$ cat config.mk
export PLATFORM = sky130hd
export DESIGN_NAME = vis_wb_responder
export DESIGN_NICKNAME = d
export VERILOG_FILES = /design/src/rtl/vis_wb_responder_pkg.sv /design/src/rtl/vis_pair_fifo.sv /design/src/rtl/vis_wb_responder.sv
export SDC_FILE = /design/constraint.sdc
export NUM_CORES = 1
export LEC_CHECK = 0
export BUFFER_PORTS_ARGS = -buffer_cell sky130_fd_sc_hd__buf_2
export CAP_MARGIN = 0
export CORE_ASPECT_RATIO = 1.2
export CORE_UTILIZATION = 40
export CTS_BUF_LIST = sky130_fd_sc_hd__clkbuf_2
export DETAILED_ROUTE_END_ITERATION = 8
export GPL_TIMING_DRIVEN = 0
export PLACE_DENSITY = 0.6
export SLEW_MARGIN = 20
export SYNTH_ARGS = -nofsm -noshare
export SYNTH_HDL_FRONTEND = slang
export SYNTH_SLANG_ARGS = --single-unit
$ cat constraint.sdc
create_clock -name clk_i -period 8.12 [get_ports clk_i]
set_clock_uncertainty 0.05 [all_clocks]
set_input_delay 0.812 -clock clk_i [delete_from_list [all_inputs] [get_ports clk_i]]
set_output_delay 0.812 -clock clk_i [all_outputs]
set_load 0.02 [all_outputs]
$ cat src/rtl/vis_wb_responder_pkg.sv
// Shared register map, status/control bit positions and sizing helper for
// the visibility Wishbone responder.
package vis_wb_responder_pkg;

    localparam logic [15:0] VIS_REG_STATUS = 16'h0000;
    localparam logic [15:0] VIS_REG_DATA   = 16'h0001;
    localparam logic [15:0] VIS_REG_CTRL   = 16'h0002;
    localparam logic [15:0] VIS_REG_FRAMES = 16'h0003;

    localparam int ST_AVAIL    = 0;
    localparam int ST_FULL     = 1;
    localparam int ST_TLAST    = 2;
    localparam int ST_UNDERRUN = 3;

    localparam int CTRL_CLR_UNDERRUN = 0;
    localparam int CTRL_FLUSH        = 1;

    // Bytes needed to serialise one (re, im) pair.
    function automatic int bytes_per_entry(input int data_bits);
        return 2 * (data_bits / 8);
    endfunction

endpackage

$ cat src/rtl/vis_pair_fifo.sv
// Small synchronous FIFO holding {tlast, im, re} visibility entries.
// Flush empties it in one cycle and discards a push arriving in that cycle.
module vis_pair_fifo #(
    parameter int WIDTH = 65,
    parameter int ABITS = 1
) (
    input  logic             clk_i,
    input  logic             rst_i,
    input  logic             push,
    input  logic             pop,
    input  logic             flush,
    input  logic [WIDTH-1:0] din,
    output logic [WIDTH-1:0] head,
    output logic [ABITS:0]   count,
    output logic             full,
    output logic             empty
);

    localparam int DEPTH = 2 ** ABITS;

    logic [WIDTH-1:0] mem [DEPTH];
    logic [ABITS-1:0] wr_ptr;
    logic [ABITS-1:0] rd_ptr;
    logic             do_push;
    logic             do_pop;

    assign full    = (count == (ABITS + 1)'(DEPTH));
    assign empty   = (count == '0);
    assign head    = mem[rd_ptr];
    assign do_push = push & ~full & ~flush;
    assign do_pop  = pop & ~empty & ~flush;

    // Pointer and occupancy bookkeeping; flush wins over everything.
    always_ff @(posedge clk_i or posedge rst_i) begin
        // NOTE: sequential state uses non-blocking assignments so every flop samples pre-edge values.
        if (rst_i) begin
            wr_ptr <= '0;
            rd_ptr <= '0;
            count  <= '0;
        end else if (flush) begin
            wr_ptr <= '0;
            rd_ptr <= '0;
            count  <= '0;
        end else begin
            if (do_push) wr_ptr <= wr_ptr + 1'b1;
            if (do_pop)  rd_ptr <= rd_ptr + 1'b1;
            case ({do_push, do_pop})
                2'b10:   count <= count + 1'b1;
                2'b01:   count <= count - 1'b1;
                default: count <= count;
            endcase
        end
    end

    // Entry storage write port.
    always_ff @(posedge clk_i) begin
        // NOTE: storage has no reset; the count/pointers alone define which entries are valid.
        if (do_push) mem[wr_ptr] <= din;
    end

endmodule

$ cat src/rtl/vis_wb_responder.sv
// Wishbone classic 8-bit slave serving buffered correlator visibility pairs
// byte by byte, with STATUS, DATA, CONTROL and FRAMES registers.
module vis_wb_responder
    import vis_wb_responder_pkg::*;
#(
    parameter int DATA_BITS = 32,
    parameter int ABITS     = 1,
    parameter int ADDR_BITS = 16
) (
    input  logic                 clk_i,
    input  logic                 rst_i,
    input  logic                 cyc_i,
    input  logic                 stb_i,
    input  logic                 we_i,
    input  logic [ADDR_BITS-1:0] adr_i,
    input  logic [7:0]           dat_i,
    output logic [7:0]           dat_o,
    output logic                 ack_o,
    output logic                 rty_o,
    output logic                 err_o,
    input  logic                 s_tvalid_i,
    output logic                 s_tready_o,
    input  logic                 s_tlast_i,
    input  logic [DATA_BITS-1:0] s_revis_i,
    input  logic [DATA_BITS-1:0] s_imvis_i,
    output logic                 frame_o
);

    localparam int BPE        = bytes_per_entry(DATA_BITS);
    localparam int IDX_BITS   = $clog2(BPE);
    localparam int ENTRY_BITS = 2 * DATA_BITS + 1;
    localparam int DEPTH      = 2 ** ABITS;

    logic [ENTRY_BITS-1:0]  head;
    logic [ABITS:0]         count;
    logic                   full;
    logic                   empty;
    logic [IDX_BITS-1:0]    byte_idx;
    logic                   underrun;
    logic [7:0]             frames;
    logic [2*DATA_BITS-1:0] pair_bits;
    logic [7:0]             head_byte;
    logic [7:0]             status;
    logic                   head_tlast;
    logic                   last_byte;
    logic                   req;
    logic                   is_status, is_data, is_ctrl, is_frames;
    logic                   data_rd_ok, data_rd_empty, ctrl_wr;
    logic                   push, pop, flush, clr_underrun;

    assign s_tready_o = ~rst_i & (count != (ABITS + 1)'(DEPTH));
    assign push       = s_tvalid_i & s_tready_o;

    vis_pair_fifo #(
        .WIDTH(ENTRY_BITS),
        .ABITS(ABITS)
    ) u_fifo (
        .clk_i (clk_i),
        .rst_i (rst_i),
        .push  (push),
        .pop   (pop),
        .flush (flush),
        .din   ({s_tlast_i, s_imvis_i, s_revis_i}),
        .head  (head),
        .count (count),
        .full  (full),
        .empty (empty)
    );

    // Request decode, byte selection and side-effect strobes.
    always_comb begin
        // NOTE: every always_comb output gets a default first so no latch can be inferred.
        req           = cyc_i & stb_i & ~(ack_o | rty_o | err_o);
        is_status     = (adr_i == ADDR_BITS'(VIS_REG_STATUS));
        is_data       = (adr_i == ADDR_BITS'(VIS_REG_DATA));
        is_ctrl       = (adr_i == ADDR_BITS'(VIS_REG_CTRL));
        is_frames     = (adr_i == ADDR_BITS'(VIS_REG_FRAMES));
        head_tlast    = head[ENTRY_BITS-1];
        pair_bits     = {head[DATA_BITS-1:0], head[2*DATA_BITS-1:DATA_BITS]};
        head_byte     = pair_bits[8*(BPE-1-32'(byte_idx)) +: 8];
        last_byte     = (byte_idx == IDX_BITS'(BPE - 1));
        data_rd_ok    = req & is_data & ~we_i & ~empty;
        data_rd_empty = req & is_data & ~we_i & empty;
        ctrl_wr       = req & is_ctrl & we_i;
        pop           = data_rd_ok & last_byte;
        flush         = ctrl_wr & dat_i[CTRL_FLUSH];
        clr_underrun  = ctrl_wr & dat_i[CTRL_CLR_UNDERRUN];
        status               = '0;
        status[ST_AVAIL]     = ~empty;
        status[ST_FULL]      = full;
        status[ST_TLAST]     = ~empty & head_tlast;
        status[ST_UNDERRUN]  = underrun;
    end

    // Registered single-cycle Wishbone response and read data.
    always_ff @(posedge clk_i or posedge rst_i) begin
        if (rst_i) begin
            ack_o   <= 1'b0;
            rty_o   <= 1'b0;
            err_o   <= 1'b0;
            frame_o <= 1'b0;
            dat_o   <= '0;
        end else begin
            ack_o   <= 1'b0;
            rty_o   <= 1'b0;
            err_o   <= 1'b0;
            frame_o <= 1'b0;
            if (req) begin
                if (is_data && !we_i) begin
                    if (!empty) begin
                        ack_o   <= 1'b1;
                        dat_o   <= head_byte;
                        frame_o <= last_byte & head_tlast;
                    end else begin
                        rty_o <= 1'b1;
                    end
                end else if (is_ctrl) begin
                    ack_o <= 1'b1;
                    if (!we_i) dat_o <= 8'h00;
                end else if ((is_status || is_frames) && !we_i) begin
                    ack_o <= 1'b1;
                    dat_o <= is_status ? status : frames;
                end else begin
                    err_o <= 1'b1;
                end
            end
        end
    end

    // Byte serialiser position, underrun flag and frame counter.
    always_ff @(posedge clk_i or posedge rst_i) begin
        if (rst_i) begin
            byte_idx <= '0;
            underrun <= 1'b0;
            frames   <= '0;
        end else begin
            if (flush)           byte_idx <= '0;
            else if (data_rd_ok) byte_idx <= last_byte ? '0 : byte_idx + 1'b1;

            if (flush || clr_underrun) underrun <= 1'b0;
            else if (data_rd_empty)    underrun <= 1'b1;

            if (pop && head_tlast) frames <= frames + 8'd1;
        end
    end

endmodule

Yosys cells after proc, flatten, opt, wreduce, memory -nomap -nowiden
Memories as Yosys holds them, arrays and structs flattened.
Index checks and enable logic that the tools add are counted.
{"block": "totals", "out_inout_bits": 13, "mem_count": 1, "wordCells": 106, "in_bits": 95, "ram_bits": 130, "ff_bits": 28}
{"memory": "u_fifo.mem", "words": 2, "width": 65, "rd": 1, "rd_ports_with_merged_regs": 0, "wr": 1, "line_no": "vis_pair_fifo.sv:21", "source": "logic [WIDTH-1:0] mem [DEPTH];"}
{"block": "classes", "add_sub_neg": 7, "bitwise": 27, "shift": 1, "n_reduce_logical": 15, "mux": 34, "eq_ne": 10}
{"cell": "$shiftx 64x33->8", "n": 1}
{"cell": "$mux 8", "n": 6}
{"cell": "$eq 16x2->1 const B", "n": 2}
{"cell": "$mux 1", "n": 23}
{"cell": "$and 1x1->1", "n": 19}
{"cell": "$eq 16x1->1 const B", "n": 1}
{"cell": "$logic_not 16->1", "n": 1}
{"cell": "$mux 3", "n": 3}
{"cell": "$add 8x1->8 const B", "n": 1}
{"cell": "$reduce_bool 2->1", "n": 4}
{"cell": "$not 1->1", "n": 6}
{"cell": "$reduce_bool 3->1", "n": 2}
{"cell": "$eq 2x2->1 const B", "n": 2}
{"cell": "$ne 2x2->1 const B", "n": 2}
{"cell": "$pmux 2 s2", "n": 1}
{"cell": "$reduce_and 4->1", "n": 1}
{"cell": "$sub 3x3->4 const A", "n": 1}
{"cell": "$add 3x1->3 const B", "n": 1}
{"cell": "$eq 3x3->1 const B", "n": 1}
{"cell": "$logic_and 1x1->1", "n": 3}
{"cell": "$ne 3x2->1 const B", "n": 1}
{"cell": "$add 1x1->1 const B", "n": 2}
{"cell": "$add 2x1->2 const B", "n": 1}
{"cell": "$eq 2x1->1 const B", "n": 1}
{"cell": "6 further kinds", "n": 8}

Depth between registers and ports, before layout
{"block": "depth", "word_depth": 13, "depth_mapped": 8, "depth_no_buf": 6}

Cells and area by module
Synthesis repeated with hierarchy kept, for this count alone.
{"block": "hier_totals", "cells_unflattened": 377, "area_unflattened_um2": 6618.8}
{"module": "vis_pair_fifo", "n_inst": 1, "area_each_um2": 4917.2, "seq_area_each_um2": 4003.8, "cells_per_inst": 229}
{"module": "vis_wb_responder", "n_inst": 1, "area_each_um2": 1701.6, "seq_area_each_um2": 600.6, "cells_per_inst": 148}

Least setup slack after synthesis
No wires, ideal clock.
{"block": "synth_path", "kind": "input port to flip-flop", "from": "input rst_i", "to": "memory u_fifo.mem[1][0], enable pin", "arrival_ns": 6.075, "n_path_buf": 0, "setup_ns": 0.581, "stages": 3, "slack_ns": 1.413, "required_time_ns": 7.489, "path_cell_list": "nor2_1 > nand2_1 > nor3b_1"}
{"block": "synth_via", "elab_chain_cells": 7}
{"element": "from (decl)", "line_no": "vis_wb_responder.sv:11", "source": "input logic rst_i,"}
{"element": "$not 1->1", "line_no": "vis_wb_responder.sv:51", "source": "assign s_tready_o = ~rst_i & (count != (ABITS + 1)'(DEPTH));"}
{"element": "$and 1x1->1", "line_no": "vis_wb_responder.sv:51"}
{"element": "$and 1x1->1", "line_no": "vis_wb_responder.sv:52", "source": "assign push = s_tvalid_i & s_tready_o;"}
{"element": "$and 1x1->1 (2 in a row)", "line_no": "vis_pair_fifo.sv:30", "source": "assign do_push = push & ~full & ~flush;"}
{"element": "$mux 1", "line_no": "vis_pair_fifo.sv:58", "source": "if (do_push) mem[wr_ptr] <= din;"}
{"element": "$mux 1 (not written as such)", "line_no": "vis_pair_fifo.sv:58"}
{"element": "to (decl)", "line_no": "vis_pair_fifo.sv:21"}
Every way passes these cells.

Final worst setup path
{"block": "layout_path", "from": "register rty_o", "to": "memory u_fifo.mem[0][21], enable pin"}
{"block": "layout_via", "elab_chain_cells": 11}
{"element": "from (decl)", "line_no": "vis_wb_responder.sv:19", "source": "output logic rty_o,"}
{"element": "from (signal assigned)", "line_no": "vis_wb_responder.sv:99", "source": "rty_o <= 1'b0;"}
{"element": "from (signal assigned)", "line_no": "vis_wb_responder.sv:105", "source": "rty_o <= 1'b0;"}
{"element": "from (signal assigned)", "line_no": "vis_wb_responder.sv:115", "source": "rty_o <= 1'b1;"}
{"element": "$or 1x1->1 (2 in a row)", "line_no": "vis_wb_responder.sv:73", "source": "req = cyc_i & stb_i & ~(ack_o | rty_o | err_o);"}
{"element": "$not 1->1", "line_no": "vis_wb_responder.sv:73"}
{"element": "$and 1x1->1", "line_no": "vis_wb_responder.sv:73"}
{"element": "$and 1x1->1 (2 in a row)", "line_no": "vis_wb_responder.sv:84", "source": "ctrl_wr = req & is_ctrl & we_i;"}
{"element": "$and 1x1->1", "line_no": "vis_wb_responder.sv:86", "source": "flush = ctrl_wr & dat_i[CTRL_FLUSH];"}
{"element": "$not 1->1", "line_no": "vis_pair_fifo.sv:30"}
{"element": "$and 1x1->1", "line_no": "vis_pair_fifo.sv:30"}
{"element": "$mux 1", "line_no": "vis_pair_fifo.sv:58"}
{"element": "$mux 1 (not written as such)", "line_no": "vis_pair_fifo.sv:58"}
Every way passes these cells.

==> qor.yml <==
run_status:
  status: "complete, no violations"
clock_tree:
  clock-sinks: 158
  clk_pin_slew_ps: 230
  cts_buffers: 17
  post_cts_resized: 0
  cts_hold_buf: 0
  cts_setup_buffers: 0
  clkLatencyLatePin_ps: 730
  clockBufferDepth: 2
  cts_tree: "built"
  clockRootBuffer: "clkbuf_2"
  htreeDepth: 4
setup_path:
  crit_arrival_ps: 4130
  cpLargestDelayFamily: "buffers and inverters"
  crit_type: "flip-flop to flip-flop"
  max_stage_delay_ps: 600
  required_ps: 8570
  crit_fanout: 10
  r2r_start: "rty_o"
  reg2regPathDepth: 11
  critPathCaptureType: "flip-flop"
  start_kind: "flip-flop"
  crit_slowest_cell: "nor4_4"
  r2r_end: "u_fifo.mem[0][21]"
  path_cells: "or4_1 > buf_6 > nor4_4 > nor3_2 > buf_4 > buf_4 > buf_4 > buf_4 > buf_4 > buf_4 > buf_4"
  crit_top_cell: "buf_4"
  reg2reg_slack_ps: 4440
  path_buf_inv: 8
synthesis:
  synth_most_common_cell: "edfxtp_1"
  synth_edf_count: 130
  synthTopCellsByCount: "edfxtp_1 (130), mux4_2 (30), dfrtp_1 (28), nand2_1 (27), mux2i_1 (18)"
  ys_types: 51
  synthArstFlopShare_pct: 17.72
  synth_largest_area_cell: "edfxtp_1"
  ys.warnings.count: 0
  synth_top_area_share_pct: 59.29
  ys_top_cells_by_area: "edfxtp_1 (59%), dfrtp_1 (11%), mux4_2 (10%)"
  synth-seq-area-share_pct: 69.94
  ys_seq_elements: 158
  ys.flop_type: "edfxtp_1"
  synthCells: 373
  syn-mean-instance-area_um2: 17.65
  synth_area_um2: 6584
  syn-num-nets: 471
timing:
  worst_pin_slew_ps: 997.6
  hold_slack_ps: 93.57
  setup_viol: 0
  finalCritPeriodShare_pct: 45.29
  period_needed_ps: 3678
  rsz0062_at_grt: "no"
  slew_headroom_pct: 32.88
  maxSlewViolCount: 0
  max_freq_ghz: 0.2719
  hold_viol_final: 0
run:
  maxCapViolCount: 0
place:
  numPlacedInstances: 701
  io_buffer_count: 101
  hpwl_mm: 9.691
  place.gp.congestion: 0.8287
  dpl_cell_area_um2: 7496
floorplan:
  die_w_um: 119.1
  rows: 51
  top_level_ports: 108
  dieArea_um2: 16980
  start_util_pct: 40.78
  coreArea_um2: 16140
  die_y_um: 142.5
grt:
  grt_max_degree: 31
  grt_first_pass_wirelength_mm: 21.20
  antenna_found_initial: 1
  grt_usage_pct: 16.92
  grt_pass1_vias: 3976
  grt_overflow_total: 0
route:
  drc: 0
  route.vias.total: 3752
  dr.pass1.iters: 4
  routed_wirelength_mm: 13.03
  wl_per_cell_um: 17.75
  drt_iter0_markers: 175
  postRouteAntennaNets: 0
  avgViaCountPerCell: 5.112
final_layout:
  nets: 606
  fin_area_um2: 7744
  drive_above_1_share_pct: 40.31
  area_delta_synth_final_pct: 17.62
  stdcell_count: 734
power:
  p_leak_nw: 2.868
  power.density_nw_per_um2: 209.4
  peakVddDrop_mv: 0.1339
hold_path:
  hold_path.class: "input pin to asynchronous set/reset pin"
-- cell families after synthesis --
| logic type | share of synthesized area (%) |
|---|---|
| AOI/OAI and AO/OA | 3.478 |
| adders and majority gates | 0.5702 |
| and+or+nand+nor | 8.856 |
| muxes | 13.85 |
| buffers and inverters | 1.976 |
| xor gates and xnor gates | 1.330 |
| DFF | 69.94 |
-- state kept, by name, indices dropped and copies added, names as in the netlist --
name / cells
frames: 8
u_fifo.wr_ptr: 1
frame_o: 1
rty_o: 1
ack_o: 1
u_fifo.count: 2
dat_o: 8
underrun: 1
u_fifo.mem: 130
err_o: 1
u_fifo.rd_ptr: 1
byte_idx: 3
-- worst max-delay path by stage --
stage	from	end	slack (ps)	cells after the start
2_1_floorplan	rst_i	u_fifo.mem[1][0]	1410	3
3_3_place_gp	cyc_i	u_fifo.mem[1][30]	-1000	6
3_5_place_dp	adr_i[12]	u_fifo.mem[0][28]	3920	12
4_1_cts	rty_o	u_fifo.mem[0][31]	4410	11
5_1_grt	rty_o	u_fifo.mem[0][31]	4200	11
6_report	rty_o	u_fifo.mem[0][21]	4440	11
-- placed cells by master, fill, tap and decap left out, types with 3 or more instances in the layout --
master,synthesis,layout
edfxtp_1,130,130
buf_2,5,106
mux4_2,30,30
dfrtp_1,28,28
nand2_1,27,27
mux2i_1,18,18
clkbuf_2,0,17
nor2_1,14,14
buf_4,1,11
a21oi_1,11,11
nand3_1,10,10
buf_6,3,8
xnor2_1,8,8
and3_1,7,7
inv_6,0,6
o211ai_1,5,5
mux2_2,5,5
nor2b_1,4,4
nand4_1,4,4
inv_1,5,4
nor4_1,3,3
nor4_2,3,3
nor3_2,2,3
nor3_1,4,3
nor4_4,3,3
and2_1,3,3
a221oi_1,3,3
ha_1,3,3
clkinv_4,0,3
-- worst register-to-register path: cells and delay by family, from the launching register on --
family	cells	cell delay [ps]
buffers and inverters	8	1520
and+or+nand+nor	3	1450
DFF	1	440
-- final cells by class --
| class | instances | area (um2) |
|---|---|---|
| well taps | 212 | 265.3 |
| fillers | 1412 | 8401 |
| diodes | 1 | 2.502 |
| clock buffers | 17 | 85.08 |
| inverters | 6 | 22.52 |
| multi-input cells | 195 | 1859 |
| flip-flops and latches | 158 | 4604 |
| repair buffers | 116 | 636.9 |
| plain buffers | 14 | 107.6 |
| clock inverters | 15 | 160.2 |
-- metal layers --
metal / global-route usage (%) / wire [um] / vias up
met5: 0 / 0 / -
met4: 6.262 / 179 / 0
li1: - / - / 1772
met3: 4.247 / 543 / 14
met1: 21.34 / 5638 / 1873
met2: 28.18 / 6671 / 93
-- through the flow --
| step | utilization, % | setup slack [ps] | total power, W | setup TNS, ps |
|---|---|---|---|---|
| 3_5_place_dp | 46.43 | 3921 | 0.001212 | 0 |
| 6_report | 47.97 | 4442 | 0.001622 | 0 |
| 3_3_place_gp | 45.56 | -997.9 | 0.001197 | -100380 |
| 4_1_cts | 47.95 | 4406 | 0.001643 | 0 |
| 5_1_grt | 47.97 | 4199 | 0.001698 | 0 |
| 2_1_floorplan | - | 1413 | 0.001132 | 0 |
-- power by group --
part / internal, W / total [W] / switching, W
Sequential: 0.000975 / 0.000997 / 0.0000215
Clock: 0.000147 / 0.000432 / 0.000285
Combinational: 0.0000813 / 0.000193 / 0.000112
Total: 0.00120 / 0.00162 / 0.000418
No activity file was read; power rests on OpenSTA's default activity.
